$ cat src/rtl/mtimer_resp.sv
// Memory-mapped machine timer: 64-bit mtime/mtimecmp, control register and a
// registered level interrupt, answering loads combinationally like data memory.
module mtimer_resp #(
  parameter logic [31:0] BASE     = 32'h0000_F000,
  parameter int unsigned PRESCALE = 1
) (
  input  logic        clk,
  input  logic        rst,
  input  logic        rd_en,
  input  logic        wr_en,
  input  logic [2:0]  mem_type,
  input  logic [31:0] addr,
  input  logic [31:0] wdata,
  output logic [31:0] rdata,
  output logic        timer_interupt
);

  localparam int unsigned PCNT_W = 16;
  localparam logic [2:0] MT_B  = 3'b000;
  localparam logic [2:0] MT_H  = 3'b001;
  localparam logic [2:0] MT_W  = 3'b010;
  localparam logic [2:0] MT_BU = 3'b100;
  localparam logic [2:0] MT_HU = 3'b101;
  localparam logic [PCNT_W-1:0] PCNT_LAST = PCNT_W'(PRESCALE - 1);

  logic [63:0]       mtime, mtime_next;
  logic [63:0]       mtimecmp, mtimecmp_next;
  logic              en, en_next, ie, ie_next;
  logic [PCNT_W-1:0] pcnt, pcnt_next;
  logic              irq_next;

  logic              sel;
  logic [2:0]        off;
  logic [1:0]        lane;
  logic [3:0]        be;
  logic [31:0]       wlane;
  logic [31:0]       cur_word;
  logic [7:0]        rd_byte;
  logic [15:0]       rd_half;
  logic              tick;
  logic              wr_mt_lo, wr_mt_hi, wr_cmp_lo, wr_cmp_hi, wr_ctrl;

  assign sel  = (addr[31:5] == BASE[31:5]);
  assign off  = addr[4:2];
  assign lane = addr[1:0];
  assign tick = en && (pcnt == PCNT_LAST);

  // Replace the byte lanes enabled in be with the replicated store data.
  function automatic logic [31:0] merge(input logic [31:0] old_w,
                                        input logic [31:0] new_w,
                                        input logic [3:0]  lanes);
    logic [31:0] res;
    res = old_w;
    for (int i = 0; i < 4; i++)
      if (lanes[i]) res[8*i +: 8] = new_w[8*i +: 8];
    return res;
  endfunction

  // Store decode: byte enables and lane-replicated data; misaligned or unknown sizes write nothing.
  always_comb begin
    be    = 4'b0000;
    wlane = 32'h0;
    unique case (mem_type)
      MT_B: begin
        be    = 4'b0001 << lane;
        wlane = {4{wdata[7:0]}};
      end
      MT_H: begin
        if (!lane[0]) be = lane[1] ? 4'b1100 : 4'b0011;
        wlane = {2{wdata[15:0]}};
      end
      MT_W: begin
        if (lane == 2'b00) be = 4'b1111;
        wlane = wdata;
      end
      default: ;
    endcase
    if (!(wr_en && sel)) be = 4'b0000;
  end

  assign wr_mt_lo  = (|be) && (off == 3'd0);
  assign wr_mt_hi  = (|be) && (off == 3'd1);
  assign wr_cmp_lo = (|be) && (off == 3'd2);
  assign wr_cmp_hi = (|be) && (off == 3'd3);
  assign wr_ctrl   = (|be) && (off == 3'd4);

  // Next-state: a store to either mtime half suppresses that cycle's increment.
  always_comb begin
    mtime_next    = mtime;
    mtimecmp_next = mtimecmp;
    en_next       = en;
    ie_next       = ie;
    pcnt_next     = pcnt;
    if (wr_mt_lo || wr_mt_hi) begin
      if (wr_mt_lo) mtime_next[31:0]  = merge(mtime[31:0], wlane, be);
      if (wr_mt_hi) mtime_next[63:32] = merge(mtime[63:32], wlane, be);
    end else if (tick) begin
      mtime_next = mtime + 64'd1;
    end
    if (wr_cmp_lo) mtimecmp_next[31:0]  = merge(mtimecmp[31:0], wlane, be);
    if (wr_cmp_hi) mtimecmp_next[63:32] = merge(mtimecmp[63:32], wlane, be);
    if (wr_ctrl && be[0]) begin
      en_next = wlane[0];
      ie_next = wlane[1];
    end
    if (wr_ctrl || tick) pcnt_next = '0;
    else if (en)         pcnt_next = pcnt + PCNT_W'(1);
    irq_next = ie_next && (mtime_next >= mtimecmp_next);
  end

  // State registers with asynchronous clear.
  always_ff @(posedge clk or negedge rst) begin
    if (!rst) begin
      mtime          <= 64'h0;
      mtimecmp       <= 64'hFFFF_FFFF_FFFF_FFFF;
      en             <= 1'b0;
      ie             <= 1'b0;
      pcnt           <= '0;
      timer_interupt <= 1'b0;
    end else begin
      mtime          <= mtime_next;
      mtimecmp       <= mtimecmp_next;
      en             <= en_next;
      ie             <= ie_next;
      pcnt           <= pcnt_next;
      timer_interupt <= irq_next;
    end
  end

  // Current value of the addressed 32-bit register.
  always_comb begin
    cur_word = 32'h0;
    unique case (off)
      3'd0:    cur_word = mtime[31:0];
      3'd1:    cur_word = mtime[63:32];
      3'd2:    cur_word = mtimecmp[31:0];
      3'd3:    cur_word = mtimecmp[63:32];
      3'd4:    cur_word = {30'h0, ie, en};
      default: cur_word = 32'h0;
    endcase
  end

  // Load path: select and extend the addressed byte/half/word; misaligned reads return 0.
  always_comb begin
    rdata   = 32'h0;
    rd_byte = cur_word[{lane, 3'b000} +: 8];
    rd_half = lane[1] ? cur_word[31:16] : cur_word[15:0];
    if (rd_en && sel) begin
      unique case (mem_type)
        MT_B:  rdata = {{24{rd_byte[7]}}, rd_byte};
        MT_BU: rdata = {24'h0, rd_byte};
        MT_H:  if (!lane[0]) rdata = {{16{rd_half[15]}}, rd_half};
        MT_HU: if (!lane[0]) rdata = {16'h0, rd_half};
        MT_W:  if (lane == 2'b00) rdata = cur_word;
        default: rdata = 32'h0;
      endcase
    end
  end

endmodule

$ cat config.mk
export PLATFORM = sky130hd
export DESIGN_NAME = mtimer_resp
export DESIGN_NICKNAME = d
export VERILOG_FILES = /design/src/rtl/mtimer_resp.sv
export SDC_FILE = /design/constraint.sdc
export NUM_CORES = 1
export LEC_CHECK = 0
export BUFFER_PORTS_ARGS = -buffer_cell sky130_fd_sc_hd__buf_2
export CORE_AREA = 2 2 164 166
export CTS_BUF_LIST = sky130_fd_sc_hd__clkbuf_8
export DETAILED_ROUTE_END_ITERATION = 6
export DIE_AREA = 0 0 166 168
export GPL_TIMING_DRIVEN = 0
export SETUP_SLACK_MARGIN = 0.1
export SLEW_MARGIN = 0
export SYNTH_ARGS = -nofsm -noshare
export SYNTH_HDL_FRONTEND = slang
export SYNTH_SLANG_ARGS = --single-unit
$ cat constraint.sdc
create_clock -name clk -period 4.89 [get_ports clk]
set_clock_uncertainty 0.05 [all_clocks]
set_input_delay 0.489 -clock clk [delete_from_list [all_inputs] [get_ports clk]]
set_output_delay 0.489 -clock clk [all_outputs]
set_load 0.05 [all_outputs]
==> flow_metrics.py <==
metrics = {
    "global_route": {
        "grt_start_max_net_pins": 96,
        "groute.usage.overall_pct": 33.6,
        "grt-ovfl-total": 0,
        "grt_pass1_wl_mm": 70.5,
        "grt_pass1_vias": 11100,
        "antenna_found_initial": 2,
    },
    "cts": {
        "cts_sinks": 147,
        "h-tree-depth": 4,
        "insertion_delay_ns": 0.49,
        "cts_tree": "built",
        "cts_buffers": 17,
        "cts_buffer_depth": 2,
        "clk_pin_slew_ns": 0.12,
        "cts-root-buf": "clkbuf_8",
    },
    "logic_synthesis": {
        "syn_avg_cell_area_um2": 9.00,
        "synth_most_common_cell": "nor2_1",
        "yosys_warnings": 0,
        "synth_area_leader_cell": "dfrtp_1",
        "yosysSeqAreaShare_pct": 32.6,
        "synth_cell_types": 89,
        "synth_fp_nets": 1421,
        "async_flop_share_pct": 100,
        "synth_top_cell_area_share_pct": 18.0,
        "synth_common_cells": "nor2_1 (116), nand2_1 (93), a21oi_1 (89)",
        "synth-edff-count": 0,
        "synthTopCellsByArea": "dfrtp_1 (18%), dfstp_2 (15%), ha_1 (7.3%)",
        "ys_seq_elements": 147,
        "postSynthCellCount": 1283,
        "synth-main-ff-cell": "dfrtp_1",
        "netlist_area_um2": 11500,
    },
    "sta": {
        "clock.fmax_ghz": 0.212,
        "period_share_pct": 96.4,
        "rsz0062_at_grt": "no",
        "finalHoldViolCount": 0,
        "finalSetupViolCount": 0,
        "slew_viol_final": 0,
        "fin_crit_ns": 4.72,
        "finalSetupTns_ns": 0,
        "worst-slew-pin-transition_ns": 1.49,
        "relSlewSlack_pct": 0.960,
    },
    "detailed_routing": {
        "drt-initial-drc-count": 1347,
        "firstDrtPassIters": 6,
        "drt_wl_total_mm": 47.6,
        "via_per_inst": 6.51,
        "drc": 0,
        "wl_per_cell_um": 26.9,
        "ant_nets": 0,
        "num_vias": 11500,
    },
    "floorplanning": {
        "core-area_um2": 26400,
        "start_util_pct": 43.8,
        "io_pins": 104,
        "die_w_um": 166,
        "dieArea_um2": 27900,
        "rows": 60,
        "fp.dieH_um": 168,
    },
    "place": {
        "placed_area_um2": 12500,
        "port_buffers": 102,
        "place_congestion": 0.999,
        "dpl.hpwl_mm": 36.7,
    },
    "worst_setup_path": {
        "r2r_slack_ns": 0.25,
        "endpoint_kind": "flip-flop",
        "ff2ff_path_depth": 14,
        "r2r-start": "mtime[15]",
        "cp.required_ns": 5.22,
        "r2r_end": "timer_interupt",
        "critical_path_class": "in -> reg",
        "crit_path_max_fanout": 10,
        "critical_path_arrival_ns": 5.04,
        "startpoint_type": "input port",
    },
    "final_layout": {
        "syn2layout_area_growth_pct": 13.5,
        "final_area_um2": 13100,
        "layout-drive-gt1-share_pct": 24.0,
        "nFillCells": 2513,
        "final_nets": 1548,
    },
    "power_and_ir_drop": {
        "peakVddDrop_v": 0.000139,
        "leakagePower_nw": 6.10,
        "power_density_nw_per_um2": 191,
    },
    "hold_path": {
        "min_path_cells": 3,
        "hold_path.class": "in -> reg",
        "holdCritStartpoint": "wdata[5]",
        "hold_end": "mtime[5]",
    },
    "run": {
        "cap_violations": 0,
    },
    "status": {
        "status": "complete, no violations",
    },
}
[layout by cell type, fill, tap and decap left out, types with 35 or more instances in the layout]
master and count:
dfrtp_1 83, buf_2 124, nor2_1 115, inv_1 76, dfstp_2 64, a21oi_1 86
nand2_1 93, ha_1 67, mux2i_1 68, o21ai_0 42, nand3_1 35
[layout make-up]
type | count | area [um^2] | area share, %
timing repair buffer | 108 | 584 | 4.46
antenna | 1 | 2.50 | 0.0191
multi-input combinational | 996 | 7290 | 55.7
sequential | 147 | 3760 | 28.7
clock buffer | 17 | 234 | 1.79
tap | 341 | 427 | 3.26
buffer | 62 | 330 | 2.52
inverter | 78 | 293 | 2.23
clock inverter | 15 | 180 | 1.38
[layer usage]
| layer | GRT usage, % | vias up | routed length, um |
|---|---|---|---|
| li1 | - | 5107 | - |
| met4 | 16.8 | 2 | 2480 |
| met2 | 52.3 | 699 | 20900 |
| met5 | 0 | - | 13 |
| met3 | 9.17 | 160 | 4990 |
| met1 | 43.3 | 5516 | 19100 |
[worst max path at each step]
stage	to	depth (start not counted)	from
after floorplan	rdata[4]	6	addr[22]
after global placement	timer_interupt	16	addr[4]
after detailed placement	timer_interupt	16	addr[4]
after CTS	timer_interupt	16	pcnt[0]
after global routing	timer_interupt	16	pcnt[0]
final	timer_interupt	15	addr[3]
[flip-flops by register name, indices dropped and copies added (netlist names)]
signal and cells:
mtime 64, mtimecmp 64, pcnt 16, en 1
ie 1, timer_interupt 1
[what timing repair did]
action / in CTS / in global routing
endpoints found under the setup margin: 1 / 1
hold endpoints to repair: 31 / 0
pin swaps: 0 / 3
resized for setup: 7 / 24
hold buffers: 1 / 0
buffers inserted: 1 / 3
[critical path, cell delays in order]
cell and delay [ns]:
buf_2 0.13, buf_4 0.26, and3b_1 0.19, buf_2 0.31, buf_1 0.76, nand2_1 0.62, mux2_2 0.47, inv_1 0.06
ha_1 0.23, a21oi_1 0.12, o21ai_0 0.20, a221oi_2 0.51, nand3_2 0.24, a211oi_1 0.32, nor3b_2 0.12
[report_power, final]
| group | internal [mW] | switching, mW | leakage [nW] |
|---|---|---|---|
| Clock | 0.393 | 0.634 | 0.204 |
| Combinational | 0.0703 | 0.183 | 4.17 |
| Sequential | 1.22 | 0.0000000141 | 1.72 |
[kinds of logic (layout without fill, tap and decap cells)]
family	count (synthesis)	count (layout)	synth area share [%]
other	0	1	0
multiplexers	98	98	9.60
buffers and inverters	140	280	5.33
adder cells (fa/ha/maj)	67	67	7.26
AO/OA/AOI/OAI	339	339	20.3
AND/OR/NAND/NOR	476	476	23.7
XOR/XNOR	16	16	1.21
flip-flops	147	147	32.6
[stage by stage]
step           hold slack, ns  total power, mW  setup slack, ns  util (%)  std cells
2_1_floorplan           0.143             1.34            0.890         -       1283
3_3_place_gp            0.506             1.48           -0.855      47.4       1726
3_5_place_dp            0.428             1.48           -0.874      47.5       1727
4_1_cts                 0.322             2.50            0.106      49.3       1761
5_1_grt                 0.333             2.57           0.0994      49.7       1764
6_report                0.345             2.50            0.175      49.7       1765
Power figures use the tool's default switching activity.
